## src/rtl/ldm_pkg.sv

```systemverilog
// Shared types and constants for the LDM scan controller.
// Build option: define LDM_SCAN_BLANK_EN to compile in the per-line blanking state.
package ldm_pkg;

  localparam int LDM_LINES     = 16;
  localparam int LDM_ADDR_W    = 4;
  localparam int LDM_HOLD_W    = 8;
  localparam int LDM_BLANK_CYC = 2;

  typedef enum logic [1:0] {
    ST_IDLE  = 2'd0,
    ST_SHOW  = 2'd1,
    ST_HOLD  = 2'd2,
    ST_BLANK = 2'd3
  } ldm_state_e;

endpackage

```

## src/rtl/ldm_line_timer.sv

```systemverilog
// Loadable down-counter that times the per-line hold and the blanking gap.
// Counts down to zero and then stays there until the next load.
module ldm_line_timer #(
  parameter int W = 8
) (
  input  logic         clk,
  input  logic         rstn,
  input  logic         i_load,
  input  logic [W-1:0] i_load_val,
  input  logic         i_dec,
  output logic [W-1:0] o_value,
  output logic         o_expired
);

  logic [W-1:0] r_count;

  always_ff @(posedge clk or negedge rstn) begin
    if (!rstn) begin
      r_count <= '0;
    end else if (i_load) begin
      r_count <= i_load_val;
    end else if (i_dec && (r_count != '0)) begin
      r_count <= r_count - 1'b1;
    end
  end

  assign o_value   = r_count;
  assign o_expired = (r_count == '0);

endmodule

```

## src/rtl/ldm_scan_ctrl.sv

```systemverilog
// Sequencing controller for the 16x16 LDM serializer: block load, line stepping, hold/blank.
// Build option: LDM_SCAN_BLANK_EN adds a BLANK state after every line.
module ldm_scan_ctrl
  import ldm_pkg::*;
#(
  parameter int LINES  = LDM_LINES,
  parameter int ADDR_W = LDM_ADDR_W,
  parameter int HOLD_W = LDM_HOLD_W
) (
  input  logic              clk,
  input  logic              rstn,
  input  logic              blk_valid,
  output logic              blk_ready,
  input  logic [HOLD_W-1:0] hold_cycles,
  output logic              pixel_data_en,
  output logic [ADDR_W-1:0] ldm_addr,
  output logic              line_valid,
  input  logic              line_ready,
  input  logic              abort,
  output logic              blank,
  output logic              frame_done,
  output logic              busy,
  output logic [1:0]        dbg_state,
  output logic [HOLD_W-1:0] dbg_timer
);

  // Handshakes: a block transfers on a rising edge where blk_valid & blk_ready,
  // a line transfers on a rising edge where line_valid & line_ready; once raised,
  // ready/valid on our side stay up until the transfer or an abort.

`ifdef LDM_SCAN_BLANK_EN
  localparam int BLANK_CYC = LDM_BLANK_CYC;
`endif

  ldm_state_e        r_state;
  ldm_state_e        w_state_nxt;
  logic [ADDR_W-1:0] r_addr;
  logic [ADDR_W-1:0] w_addr_nxt;
  logic [HOLD_W-1:0] r_hold;
  logic [HOLD_W-1:0] w_hold_nxt;
  logic              r_frame_done;
  logic              w_done_nxt;
  logic              w_adv;
  logic              w_is_last;
  logic              w_tmr_load;
  logic [HOLD_W-1:0] w_tmr_val;
  logic              w_tmr_dec;
  logic [HOLD_W-1:0] w_tmr_value;
  logic              w_tmr_expired;
`ifdef LDM_SCAN_BLANK_EN
  logic              r_last;
  logic              w_last_nxt;
`endif

  assign w_is_last = (r_addr == ADDR_W'(LINES - 1));

  ldm_line_timer #(
    .W (HOLD_W)
  ) u_line_timer (
    .clk        (clk),
    .rstn       (rstn),
    .i_load     (w_tmr_load),
    .i_load_val (w_tmr_val),
    .i_dec      (w_tmr_dec),
    .o_value    (w_tmr_value),
    .o_expired  (w_tmr_expired)
  );

  always_comb begin
    w_state_nxt = r_state;
    w_addr_nxt  = r_addr;
    w_hold_nxt  = r_hold;
    w_done_nxt  = 1'b0;
    w_adv       = 1'b0;
    w_tmr_load  = 1'b0;
    w_tmr_val   = r_hold - 1'b1;
    w_tmr_dec   = 1'b0;
`ifdef LDM_SCAN_BLANK_EN
    w_last_nxt  = r_last;
`endif

    case (r_state)
      ST_IDLE: begin
        w_addr_nxt = '0;
        if (blk_valid) begin
          w_hold_nxt  = hold_cycles;
          w_state_nxt = ST_SHOW;
        end
      end
      ST_SHOW: begin
        if (line_ready) begin
          if (r_hold != '0) begin
            // Loaded with H-1 so HOLD lasts exactly H cycles ending on expiry.
            w_tmr_load  = 1'b1;
            w_tmr_val   = r_hold - 1'b1;
            w_state_nxt = ST_HOLD;
          end else begin
            w_adv = 1'b1;
          end
        end
      end
      ST_HOLD: begin
        if (w_tmr_expired) begin
          w_adv = 1'b1;
        end else begin
          w_tmr_dec = 1'b1;
        end
      end
`ifdef LDM_SCAN_BLANK_EN
      ST_BLANK: begin
        if (w_tmr_expired) begin
          if (r_last) begin
            w_state_nxt = ST_IDLE;
            w_addr_nxt  = '0;
            w_done_nxt  = 1'b1;
          end else begin
            w_state_nxt = ST_SHOW;
          end
        end else begin
          w_tmr_dec = 1'b1;
        end
      end
`endif
      default: begin
        w_state_nxt = ST_IDLE;
        w_addr_nxt  = '0;
      end
    endcase

    if (w_adv) begin
`ifdef LDM_SCAN_BLANK_EN
      // Address moves on entry to BLANK so it only ever changes while blanked.
      w_state_nxt = ST_BLANK;
      w_tmr_load  = 1'b1;
      w_tmr_val   = HOLD_W'(BLANK_CYC - 1);
      w_last_nxt  = w_is_last;
      if (!w_is_last) begin
        w_addr_nxt = r_addr + ADDR_W'(1);
      end
`else
      if (w_is_last) begin
        w_state_nxt = ST_IDLE;
        w_addr_nxt  = '0;
        w_done_nxt  = 1'b1;
      end else begin
        w_state_nxt = ST_SHOW;
        w_addr_nxt  = r_addr + ADDR_W'(1);
      end
`endif
    end

    // Abort beats everything, including a line handshake in the same cycle.
    if (abort && (r_state != ST_IDLE)) begin
      w_state_nxt = ST_IDLE;
      w_addr_nxt  = '0;
      w_done_nxt  = 1'b0;
      w_tmr_load  = 1'b0;
      w_tmr_dec   = 1'b0;
    end
  end

  always_ff @(posedge clk or negedge rstn) begin
    if (!rstn) begin
      r_state      <= ST_IDLE;
      r_addr       <= '0;
      r_hold       <= '0;
      r_frame_done <= 1'b0;
    end else begin
      r_state      <= w_state_nxt;
      r_addr       <= w_addr_nxt;
      r_hold       <= w_hold_nxt;
      r_frame_done <= w_done_nxt;
    end
  end

`ifdef LDM_SCAN_BLANK_EN
  always_ff @(posedge clk or negedge rstn) begin
    if (!rstn) begin
      r_last <= 1'b0;
    end else begin
      r_last <= w_last_nxt;
    end
  end

  assign blank = (r_state == ST_BLANK);
`else
  assign blank = 1'b0;
`endif

  assign blk_ready     = (r_state == ST_IDLE);
  assign pixel_data_en = blk_valid & blk_ready;
  assign line_valid    = (r_state == ST_SHOW);
  assign busy          = (r_state != ST_IDLE);
  assign ldm_addr      = r_addr;
  assign frame_done    = r_frame_done;
  assign dbg_state     = r_state;
  assign dbg_timer     = w_tmr_value;

endmodule

```

## config.mk

```make
export PLATFORM = sky130hd
export DESIGN_NAME = ldm_scan_ctrl
export DESIGN_NICKNAME = d
export VERILOG_FILES = /design/src/rtl/ldm_pkg.sv /design/src/rtl/ldm_line_timer.sv /design/src/rtl/ldm_scan_ctrl.sv
export SDC_FILE = /design/constraint.sdc
export NUM_CORES = 1
export LEC_CHECK = 0
export ABC_AREA = 1
export CAP_MARGIN = 20
export CELL_PAD_IN_SITES_DETAIL_PLACEMENT = 0
export CELL_PAD_IN_SITES_GLOBAL_PLACEMENT = 1
export CORE_ASPECT_RATIO = 1.2
export CORE_MARGIN = 3
export CORE_UTILIZATION = 39
export DETAILED_ROUTE_END_ITERATION = 8
export PLACE_DENSITY = 0.95
export SLEW_MARGIN = 0
export SYNTH_ARGS = -nofsm -noshare
export SYNTH_HDL_FRONTEND = slang
export SYNTH_SLANG_ARGS = --single-unit
```

## constraint.sdc

```tcl
create_clock -name clk -period 4.35 [get_ports clk]
set_input_delay 0.435 -clock clk [delete_from_list [all_inputs] [get_ports clk]]
set_output_delay 0.435 -clock clk [all_outputs]
set_load 0.05 [all_outputs]
```

==> summary.txt <==
Synthesis
  • Synthesized area: 0.001490 mm2
  • Post-synth top cells: nand2_1 (55), inv_1 (27), dfrtp_1 (23), o21ai_0 (19), nand3_1 (18)
  • Cells after Synth: 201
  • Synth cell types: 29
  • Syn nets: 221
  • Synth area leaders: dfrtp_1 (39%), nand2_1 (14%), inv_1 (6.8%), o21ai_0 (6.4%), nand3_1 (6.0%)
  • Synth Register Bits: 23
  • Synth top area share: 38.62%
  • Ys flop type: dfrtp_1
  • Synth area leader: dfrtp_1
  • Avg Inst Size Synth: 7.414 um2
  • Most frequent cell after synthesis: nand2_1
  • Yosys warns: 0
  • Register area share after synthesis: 38.62%
  • Asr flop ratio synth: 100.0%
  • Number of flops mapped to enable cells by yosys: 0

Clocking
  • Clock Latency Late Sink: 260 ps
  • Root buf cell: clkbuf_8
  • Post-CTS Setup Bufs: 0
  • CTS tree: done
  • CTS resizes: 0
  • CTS buffer count: 3
  • Hold-fix buffers, CTS: 0
  • Clock sinks: 23
  • H-Tree Depth: 1
  • Worst-path clk slew: 80 ps
  • Maximum clock path buffer count: 2

Drt
  • Post-DR wirelength/cell: 11.62 um
  • Met3 wire length: 145 um
  • Drt initial violations: 46
  • Top Layer Used: met4
  • 1st-pass router iterations: 4
  • DR vias: 1345
  • Metal-1 WL: 1527 um
  • DR DRC count: 0
  • Met2 wire len: approximately 1500 um
  • DR vias/cell: 4.786
  • Final ANT Viol Nets: 0
  • Total Wirelength: 3266 um

Setup path
  • CP Max Fanout: 17
  • Critical Path RT: 3910 ps
  • Crit-path max cell delay: 820 ps
  • Crit path capture type: output pin
  • Slowest cell on the critical path: clkdlybuf4s50_1
  • Critical path class: flip-flop to output pin
  • R2R setup slack: 1950 ps
  • Startpoint Class: flip-flop
  • Worst Path Arrival: 2250 ps
  • Worst-path cell chain: inv_1 -> ha_1 -> nand2_1 -> clkinv_1 -> clkdlybuf4s50_1
  • FF-to-FF path depth: 15

Global route
  • Largest net degree at the start of global routing: 24
  • GR Overflow Total: 0
  • Vias in the first global route: 1339
  • First-pass GRT wire length: 5575 um
  • Initial antenna violation count: 0
  • Tot GR Track Use: roughly 15%

STA
  • Slew headroom: 64.81%
  • Final setup fails: 0
  • Final hold vios: 0
  • Actual slew at the worst max-slew pin: 526.2 ps
  • Final Cycle Share: between 60 and 70%
  • Final slew viol count: 0
  • Minimum hold slack: around 500 ps
  • Fin Clk Skew: 1.731 ps
  • Fmax: 372.5 MHz
  • Fin crit period: about 2700 ps
  • Fin Setup TNS: 0 ps
  • RSZ-0062 raised after global routing: no

Layout
  • Nets: 252
  • Syn-to-layout area delta: 25.36%
  • Non-Filler Instances: roughly 280
  • ANT cells: 0
  • Layout cells sized above 1: between 8 and 9%

Floorplanning
  • I/O pin count: 33
  • Chip width: ~62 um
  • Die footprint: 0.004602 mm2
  • Row count: 23
  • Starting Density: 42.44%
  • Die height: 73.72 um
  • Core area: 0.003511 mm2

Pwr
  • Total power: 0.001349 W
  • Worst vdd ir: between 300 and 400 uV
  • Pwr per Cell Area: 721.9 mW/mm2
  • Pleak: just over 0.9 nW

Placement
  • Dpl cells: between 200 and 300
  • Dpl hpwl: 2470 um
  • Port-buffer cells: 31
  • Gpl congestion: approximately 0.86

Hold path
  • HP Class: input port to asynchronous set/reset pin

Outcome
  • Status: finished clean

Run
  • Max Cap Viol: 0
[path summary, 6_finish.rpt]
check	from	endpoint
min reg2reg	u_line_timer.o_value[6]	u_line_timer.o_value[6]
max in group asynchronous	rstn	u_line_timer.o_value[7]
min	rstn	u_line_timer.o_value[3]
min in group clk	u_line_timer.o_value[6]	u_line_timer.o_value[6]
max reg2reg	dbg_state[0]	u_line_timer.o_value[6]
max	dbg_state[0]	pixel_data_en
[cells by family after synthesis]
logic type,synth area share (%)
other cells,0.2516
compound gates,11.00
xor+xnor,1.176
flops,38.62
fa+ha+maj,5.877
buf+inv,11.08
simple gates,31.99
[cells in the final DEF (no fill, tap or decap), drive strengths merged]
master,synthesis,layout
nor3,1,1
ha,7,7
o21ai,22,22
a211oi,1,1
clkinv,1,2
xor2,2,2
nand2,61,61
a22oi,1,1
clkdlybuf4s50,0,31
a21oi,2,2
inv,28,28
conb,1,1
nand3,21,21
o211ai,1,1
clkbuf,1,3
a22o,2,2
nand3b,1,1
nand4,1,1
nor2,19,19
buf,5,1
dfrtp,23,23
[registers in the layout, summed over array words and instances (netlist names)]
register	cells
u_line_timer.o_value	8
dbg_state	2
r_hold	8
frame_done	1
ldm_addr	4
[metrics by stage]
| stage | utilization, % | area [um2] | worst slack [ps] |
|---|---|---|---|
| after floorplan | - | 1490 | 1722 |
| after global placement | 51.46 | 1807 | 1855 |
| after detailed placement | 51.46 | 1807 | 1853 |
| after CTS | 52.78 | 1853 | 1637 |
| after global routing | 53.21 | 1868 | 1495 |
| final | 53.21 | 1868 | 1665 |
[worst max-delay path: cells and delay by family (launching register included)]
family,cells,cell delay (ps)
buf+inv,3,1230
flops,1,420
fa+ha+maj,1,260
simple gates,1,80
[area by class of cell]
type | count | area, um2
Tap cell | 50 | 62.56
Multi-Input combinational cell | 143 | 749.5
Sequential cell | 23 | 575.6
Inverter | 29 | 108.9
Fill cell | 365 | 1643
Clock inverter | 1 | 5.005
Timing Repair Buffer | 32 | 325.3
Clock buffer | 3 | 41.29
[power by group]
group          total, W  switching [W]  internal (W)
registers      0.000353      0.0000599      0.000294
clock network  0.000134      0.0000698     0.0000640
logic          0.000861       0.000587      0.000275
[metal layers]
metal	GRT usage, %	vias up
met5	0	-
met2	26.54	34
li1	-	693
met4	7.353	0
met1	17.30	610
met3	3.670	8
Note: power is estimated with default switching activity, not from simulation.
